**src/rtl/load_power_scheduler_pkg.sv**
```systemverilog
// Shared types and constants for the appliance load scheduler.
package smart_home_pkg;

  typedef enum logic [1:0] {
    ST_RUN      = 2'b00,
    ST_SHUTDOWN = 2'b01,
    ST_RECOVER  = 2'b10
  } state_t;

  localparam int unsigned LOAD_LIGHT = 0;
  localparam int unsigned LOAD_FAN   = 1;
  localparam int unsigned LOAD_AC    = 2;
  localparam int unsigned LOAD_HEAT  = 3;
  localparam int unsigned LOAD_COOL  = 4;

  function automatic int unsigned timer_max(input int unsigned on_cycles,
                                            input int unsigned off_cycles);
    return (on_cycles > off_cycles) ? on_cycles : off_cycles;
  endfunction

  function automatic int unsigned timer_width(input int unsigned on_cycles,
                                              input int unsigned off_cycles);
    int unsigned m;
    m = timer_max(on_cycles, off_cycles);
    return (m < 1) ? 1 : $clog2(m + 1);
  endfunction

endpackage

```
**src/rtl/load_power_scheduler_if.sv**
```systemverilog
// Request/grant bundle between mode logic (master) and the scheduler (slave).
interface load_power_scheduler_if #(
  parameter int unsigned NUM_LOADS = 5
);
  logic                               emergency_shutdown;
  logic [NUM_LOADS-1:0]               request;
  logic [NUM_LOADS-1:0]               grant;
  logic [NUM_LOADS-1:0]               pending;
  logic [1:0]                         fsm_state;
  logic [$clog2(NUM_LOADS+1)-1:0]     active_count;

  modport master (
    output emergency_shutdown, request,
    input  grant, pending, fsm_state, active_count
  );

  modport slave (
    input  emergency_shutdown, request,
    output grant, pending, fsm_state, active_count
  );
endinterface

```
**src/rtl/load_power_scheduler_load_hold_timer.sv**
```systemverilog
// Saturating per-load hold timer; cleared whenever the load's grant changes.
module load_hold_timer
  import smart_home_pkg::*;
#(
  parameter int unsigned MIN_ON_CYCLES  = 16,
  parameter int unsigned MIN_OFF_CYCLES = 16
) (
  input  logic clock,
  input  logic reset,
  input  logic i_clear,
  output logic o_on_ok,
  output logic o_off_ok
);
  localparam int unsigned TW  = timer_width(MIN_ON_CYCLES, MIN_OFF_CYCLES);
  localparam logic [TW-1:0] SAT   = TW'(timer_max(MIN_ON_CYCLES, MIN_OFF_CYCLES));
  localparam logic [TW-1:0] ON_T  = TW'(MIN_ON_CYCLES);
  localparam logic [TW-1:0] OFF_T = TW'(MIN_OFF_CYCLES);

  logic [TW-1:0] r_count;

  // Reset to saturation so every load is eligible straight out of reset.
  always_ff @(posedge clock or posedge reset) begin
    if (reset)                r_count <= SAT;
    else if (i_clear)         r_count <= '0;
    else if (r_count != SAT)  r_count <= r_count + 1'b1;
  end

  assign o_on_ok  = (r_count >= ON_T);
  assign o_off_ok = (r_count >= OFF_T);
endmodule

```
**src/rtl/load_power_scheduler.sv**
```systemverilog
// Budgeted, mutex-aware load arbiter with emergency shutdown and recovery FSM.
module load_power_scheduler
  import smart_home_pkg::*;
#(
  parameter int unsigned NUM_LOADS      = 5,
  parameter int unsigned MAX_ACTIVE     = 2,
  parameter int unsigned MIN_ON_CYCLES  = 16,
  parameter int unsigned MIN_OFF_CYCLES = 16,
  parameter int unsigned RECOVER_CYCLES = 32,
  parameter int unsigned MUTEX_A        = LOAD_HEAT,
  parameter int unsigned MUTEX_B        = LOAD_COOL
) (
  input  logic                   clock,
  input  logic                   reset,
  load_power_scheduler_if.slave  bus
);
  localparam int unsigned CW  = $clog2(NUM_LOADS + 1);
  localparam int unsigned RCW = (RECOVER_CYCLES > 1) ? $clog2(RECOVER_CYCLES) : 1;
  localparam logic [RCW-1:0] RC_LAST = RCW'(RECOVER_CYCLES - 1);

  state_t               r_state, w_state_next;
  logic [RCW-1:0]       r_rcnt, w_rcnt_next;
  logic [NUM_LOADS-1:0] r_grant, w_grant_next;
  logic [NUM_LOADS-1:0] r_pending, w_pending_next;
  logic [CW-1:0]        r_count, w_count_next;
  logic [NUM_LOADS-1:0] w_on_ok, w_off_ok, w_keep, w_sel, w_clear;

  for (genvar g = 0; g < NUM_LOADS; g++) begin : g_timer
    load_hold_timer #(
      .MIN_ON_CYCLES (MIN_ON_CYCLES),
      .MIN_OFF_CYCLES(MIN_OFF_CYCLES)
    ) u_timer (
      .clock   (clock),
      .reset   (reset),
      .i_clear (w_clear[g]),
      .o_on_ok (w_on_ok[g]),
      .o_off_ok(w_off_ok[g])
    );
  end

  // Release, then fill the remaining budget in fixed priority order.
  always_comb begin
    int unsigned used;
    logic        elig;
    w_keep = r_grant & (bus.request | ~w_on_ok);
    w_sel  = '0;
    used   = 0;
    elig   = 1'b0;
    for (int unsigned i = 0; i < NUM_LOADS; i++)
      used = used + int'(w_keep[i]);
    for (int unsigned i = 0; i < NUM_LOADS; i++) begin
      elig = !r_grant[i] && bus.request[i] && w_off_ok[i];
      if (i == MUTEX_A && (w_keep[MUTEX_B] || w_sel[MUTEX_B])) elig = 1'b0;
      if (i == MUTEX_B && (w_keep[MUTEX_A] || w_sel[MUTEX_A])) elig = 1'b0;
      if (elig && used < MAX_ACTIVE) begin
        w_sel[i] = 1'b1;
        used     = used + 1;
      end
    end
  end

  always_comb begin
    w_state_next = r_state;
    w_rcnt_next  = r_rcnt;
    w_grant_next = '0;
    if (bus.emergency_shutdown) begin
      w_state_next = ST_SHUTDOWN;
    end else begin
      unique case (r_state)
        ST_RUN:      w_grant_next = w_keep | w_sel;
        ST_SHUTDOWN: begin
          w_state_next = ST_RECOVER;
          w_rcnt_next  = '0;
        end
        ST_RECOVER: begin
          if (r_rcnt == RC_LAST) w_state_next = ST_RUN;
          else                   w_rcnt_next  = r_rcnt + 1'b1;
        end
        default:     w_state_next = ST_RUN;
      endcase
    end
    w_clear        = w_grant_next ^ r_grant;
    w_pending_next = bus.request & ~w_grant_next;
    w_count_next   = '0;
    for (int unsigned i = 0; i < NUM_LOADS; i++)
      w_count_next = w_count_next + CW'(w_grant_next[i]);
  end

  always_ff @(posedge clock or posedge reset) begin
    if (reset) begin
      r_state   <= ST_RUN;
      r_rcnt    <= '0;
      r_grant   <= '0;
      r_pending <= '0;
      r_count   <= '0;
    end else begin
      r_state   <= w_state_next;
      r_rcnt    <= w_rcnt_next;
      r_grant   <= w_grant_next;
      r_pending <= w_pending_next;
      r_count   <= w_count_next;
    end
  end

  assign bus.grant        = r_grant;
  assign bus.pending      = r_pending;
  assign bus.active_count = r_count;
  assign bus.fsm_state    = r_state;
endmodule

```
**src/flat_wrapper.sv**
```systemverilog
// flat-port wrapper written by rule: the top's interface ports become plain ports
module load_power_scheduler_flat import smart_home_pkg::*;
#(
  parameter int unsigned NUM_LOADS      = 5,
  parameter int unsigned MAX_ACTIVE     = 2,
  parameter int unsigned MIN_ON_CYCLES  = 16,
  parameter int unsigned MIN_OFF_CYCLES = 16,
  parameter int unsigned RECOVER_CYCLES = 32,
  parameter int unsigned MUTEX_A        = LOAD_HEAT,
  parameter int unsigned MUTEX_B        = LOAD_COOL
)
  (clock, reset, bus_emergency_shutdown, bus_request, bus_grant, bus_pending, bus_fsm_state, bus_active_count);
  load_power_scheduler_if #(.NUM_LOADS(NUM_LOADS)) bus_i ();
  input  logic clock;
  input  logic reset;
  input wire logic [$bits(bus_i.emergency_shutdown)-1:0] bus_emergency_shutdown;
  input wire logic [$bits(bus_i.request)-1:0] bus_request;
  output wire logic [$bits(bus_i.grant)-1:0] bus_grant;
  output wire logic [$bits(bus_i.pending)-1:0] bus_pending;
  output wire logic [$bits(bus_i.fsm_state)-1:0] bus_fsm_state;
  output wire logic [$bits(bus_i.active_count)-1:0] bus_active_count;
  assign bus_i.emergency_shutdown = bus_emergency_shutdown;
  assign bus_i.request = bus_request;
  assign bus_grant = bus_i.grant;
  assign bus_pending = bus_i.pending;
  assign bus_fsm_state = bus_i.fsm_state;
  assign bus_active_count = bus_i.active_count;
  load_power_scheduler #(.NUM_LOADS(NUM_LOADS), .MAX_ACTIVE(MAX_ACTIVE), .MIN_ON_CYCLES(MIN_ON_CYCLES), .MIN_OFF_CYCLES(MIN_OFF_CYCLES), .RECOVER_CYCLES(RECOVER_CYCLES), .MUTEX_A(MUTEX_A), .MUTEX_B(MUTEX_B)) u_core (.clock(clock), .reset(reset), .bus(bus_i));
endmodule
```
**config.mk**
```make
export PLATFORM = sky130hd
export DESIGN_NAME = load_power_scheduler_flat
export DESIGN_NICKNAME = d
export VERILOG_FILES = /design/src/rtl/load_power_scheduler_pkg.sv /design/src/rtl/load_power_scheduler_if.sv /design/src/rtl/load_power_scheduler_load_hold_timer.sv /design/src/rtl/load_power_scheduler.sv /design/src/flat_wrapper.sv
export SDC_FILE = /design/constraint.sdc
export NUM_CORES = 1
export LEC_CHECK = 0
export CAP_MARGIN = 20
export CORE_MARGIN = 2
export CORE_UTILIZATION = 30
export CTS_BUF_LIST = sky130_fd_sc_hd__clkbuf_8
export DETAILED_ROUTE_END_ITERATION = 10
export PLACE_DENSITY_LB_ADDON = 0.25
export SYNTH_ARGS = -nofsm -noshare
export SYNTH_HDL_FRONTEND = slang
export SYNTH_SLANG_ARGS = --single-unit
```
**constraint.sdc**
```tcl
create_clock -name clock -period 6.5 [get_ports clock]
set_input_delay 1.625 -clock clock [delete_from_list [all_inputs] [get_ports clock]]
set_output_delay 1.625 -clock clock [all_outputs]
set_load 0.05 [all_outputs]
```
==> out/metrics.yaml <==
die-area_um2: 9979
tritoncts: "built"
period_needed_ns: 6.299
antenna_found_initial: 0
instances_no_fill: 434
crit_fanout: 6
cts_made_buffers: 5
seqPwrFrac: 0.402
gr-total-overflow: 0
synth.most_common_cell: "dfrtp_1"
detail_route.wl_per_cell_um: 13.14
gp_congestion: 0.8021
synth_top_family_by_area: "simple AND/OR/NAND/NOR gates"
final_hold_viol_count: 0
synth-adder-area-share: 0.1243
power_leakage_nw: 1.634
grt_pass1_vias: 2126
crit_arrival_ns: 6.54
clk_pin_slew_worst_paths_ns: 0.08
outcome: "finished, final reports clean"
max-vdd-ir-drop_v: 0.0001644
clockBufferDepth: 2
r2r_end: "u_core.bus.active_count[1]"
final-setup-viol-count: 0
grt_max_degree: 46
hp-class: "reg -> reg"
clkPwrFrac: 0.139
initial_core_util: 0.3133
layout_setup_ws_ns: 0.2009
area_growth_pct: 26.03
drv_cap: 0
powerDensity_nw_per_um2: 343.7
root_buffer: "clkbuf_8"
critPathLaunch: "bus_request[1]"
avgViaCountPerCell: 4.737
synth_cell_types: 53
syn-instance-count: 271
required_ns: 6.74
ant_nets: 0
synth_ff_type: "dfrtp_1"
tightestPinTransition_ns: 0.5016
numClockSinks: 45
hold_buffers: 0
core_um2: 8806
clk_latency_ns: 0.29
firstDrtPassIters: 4
drive_gt1_frac: 0.2178
power_frac_comb: 0.459
die_w_um: 99.90
path_class: "in -> reg"
grt_usage: 0.1220
synth_area_leaders: "dfrtp_1 (36%), ha_1 (9.5%), dfstp_2 (4.8%), inv_1 (4.6%), nor2_1 (3.9%)"
synth_area_um2: 2759
synth_compound_area_frac: 0.1152
dp.cells: 422
max_freq_mhz: 158.8
post_synth.cell_area_avg_um2: 10.18
dp_slack_ns: -0.6589
critPathLaunchType: "input pin"
drtIter0Drc: 48
p_total_mw: 1.195
maxSlewHeadroom: 0.6646
synth_fp_nets: 304
synth.top_cell.area_share: 0.3628
h-tree-depth: 2
synth_seq_cells: 45
hpwl_um: 4194
intPower_mw: 0.7218
synth_edf_count: 0
portBuffers: 22
min_from: "u_core.r_rcnt[3]"
drc: 0
clock-skew-final_ns: 0.008323
async_flop_share: 1.000
crit_end: "u_core.bus.active_count[1]"
r2r_cells: 22
antennaDiodeCount: 0
synth_common_cells: "dfrtp_1 (40), inv_1 (34), nor2_1 (29), ha_1 (21), a21oi_1 (12)"
grt_pass1_wl_um: 9908
ios: 23
grt_setup_unrepaired: "no"
r2r-start: "u_core.g_timer[1].u_timer.r_count[4]"
netSwitchingFraction: 0.3961
drv_slew: 0
nets: 358
synth.area.mux_share: 0.02222
p_sw_mw: 0.4734
yosys.area_share.simple: 0.2213
fin_crit_sh: 0.9691
ys_seq_area_frac: 0.4104
rrSetupSlack_ns: 1.02
vias: 2056
endpoint_kind: "register"
synth_xor_area_frac: 0.05397
yosys_warnings: 0
routed_wl_um: 5702
yosys.area.top_type: "dfrtp_1"
fillCellCount: 870
whs_ns: 0.4882
num_rows: 34
die_y_um: 99.90
-- area by class of cell --
class,instances,area [um^2],area share
inverter,35,131.4,0.03778
clock buffer,5,68.82,0.01979
sequential,45,1132,0.3257
clock inverter,3,13.76,0.003958
timing repair buffer,48,422.9,0.1216
multi-input combinational,190,1573,0.4523
tap,108,135.1,0.03886
-- registers in the layout (all words and copies together), names as in the netlist --
register	flops
u_core.bus.active_count	3
u_core.bus.fsm_state	2
u_core.bus.grant	5
u_core.bus.pending	5
u_core.g_timer.u_timer.r_count	25
u_core.r_rcnt	5
-- worst min path at each step --
| stage | slack [ns] | depth (start not counted) | endpoint |
|---|---|---|---|
| 2_1_floorplan | 0.45 | 1 | u_core.r_rcnt[3] |
| 3_3_place_gp | 0.47 | 1 | u_core.r_rcnt[3] |
| 3_5_place_dp | 0.47 | 1 | u_core.r_rcnt[3] |
| 4_1_cts | 0.49 | 1 | u_core.r_rcnt[3] |
| 5_1_grt | 0.52 | 1 | u_core.r_rcnt[3] |
| 6_report | 0.49 | 1 | u_core.r_rcnt[3] |
-- layer usage --
layer	vias up	global-route usage	wire length, um
li1	1028	-	-
met1	980	0.1723	2881
met2	44	0.1944	2553
met3	4	0.02298	213
met4	0	0.02950	53
met5	-	0	0
-- what timing repair did --
item	in CTS	in global routing
gates resized for setup	5	22
buffers inserted	2	1
cloned	0	0
endpoints found under the setup margin	2	2
pin swaps	5	14
-- cell usage in the layout (no fill, tap or decap), drive strengths merged, types with 8 or more instances in the layout --
master          n
nand2b         11
ha             21
nor3           10
xor2            8
inv            36
nand2           8
nand3          10
xnor2           9
a21oi          12
nor2           30
clkdlybuf4s50  18
buf            26
dfrtp          40
o21ai           8
-- metrics by stage --
step	cell area [um^2]	TNS, ns	util
2_1_floorplan	2759	0	-
3_3_place_gp	3266	-1.123	0.3708
3_5_place_dp	3266	-1.378	0.3708
4_1_cts	3377	0	0.3835
5_1_grt	3477	0	0.3949
6_report	3477	0	0.3949
-- cells by family (layout without fill, tap and decap cells) --
kind of cell,Yosys count,after routing
and+or+nand+nor,99,99
adders and majority gates,25,25
buffers and inverters,36,91
xor gates and xnor gates,17,17
muxes,6,6
AOI/OAI and AO/OA,43,43
DFF,45,45
-- power groups by stage --
stage | registers, mW | clock network [mW] | logic (mW)
6_report | 0.481 | 0.166 | 0.548
2_1_floorplan | 0.500 | 0 | 0.337
3_3_place_gp | 0.481 | 0 | 0.505
3_5_place_dp | 0.483 | 0 | 0.517
4_1_cts | 0.479 | 0.177 | 0.524
5_1_grt | 0.499 | 0.188 | 0.619
-- critical path, stage by stage --
cell	delay [ns]
clkbuf_2	0.13
o21a_1	0.22
ha_4	0.25
fa_1	0.53
ha_2	0.16
inv_1	0.05
fa_1	0.51
and2_4	0.17
nand2_4	0.06
xnor2_2	0.15
ha_1	0.32
a31o_4	0.25
ha_4	0.24
nor2_4	0.09
nor2_2	0.05
or3_4	0.40
a21oi_4	0.17
fa_1	0.44
ha_2	0.20
inv_2	0.05
fa_1	0.40
inv_1	0.06
Note: power is estimated with default switching activity, not from simulation.
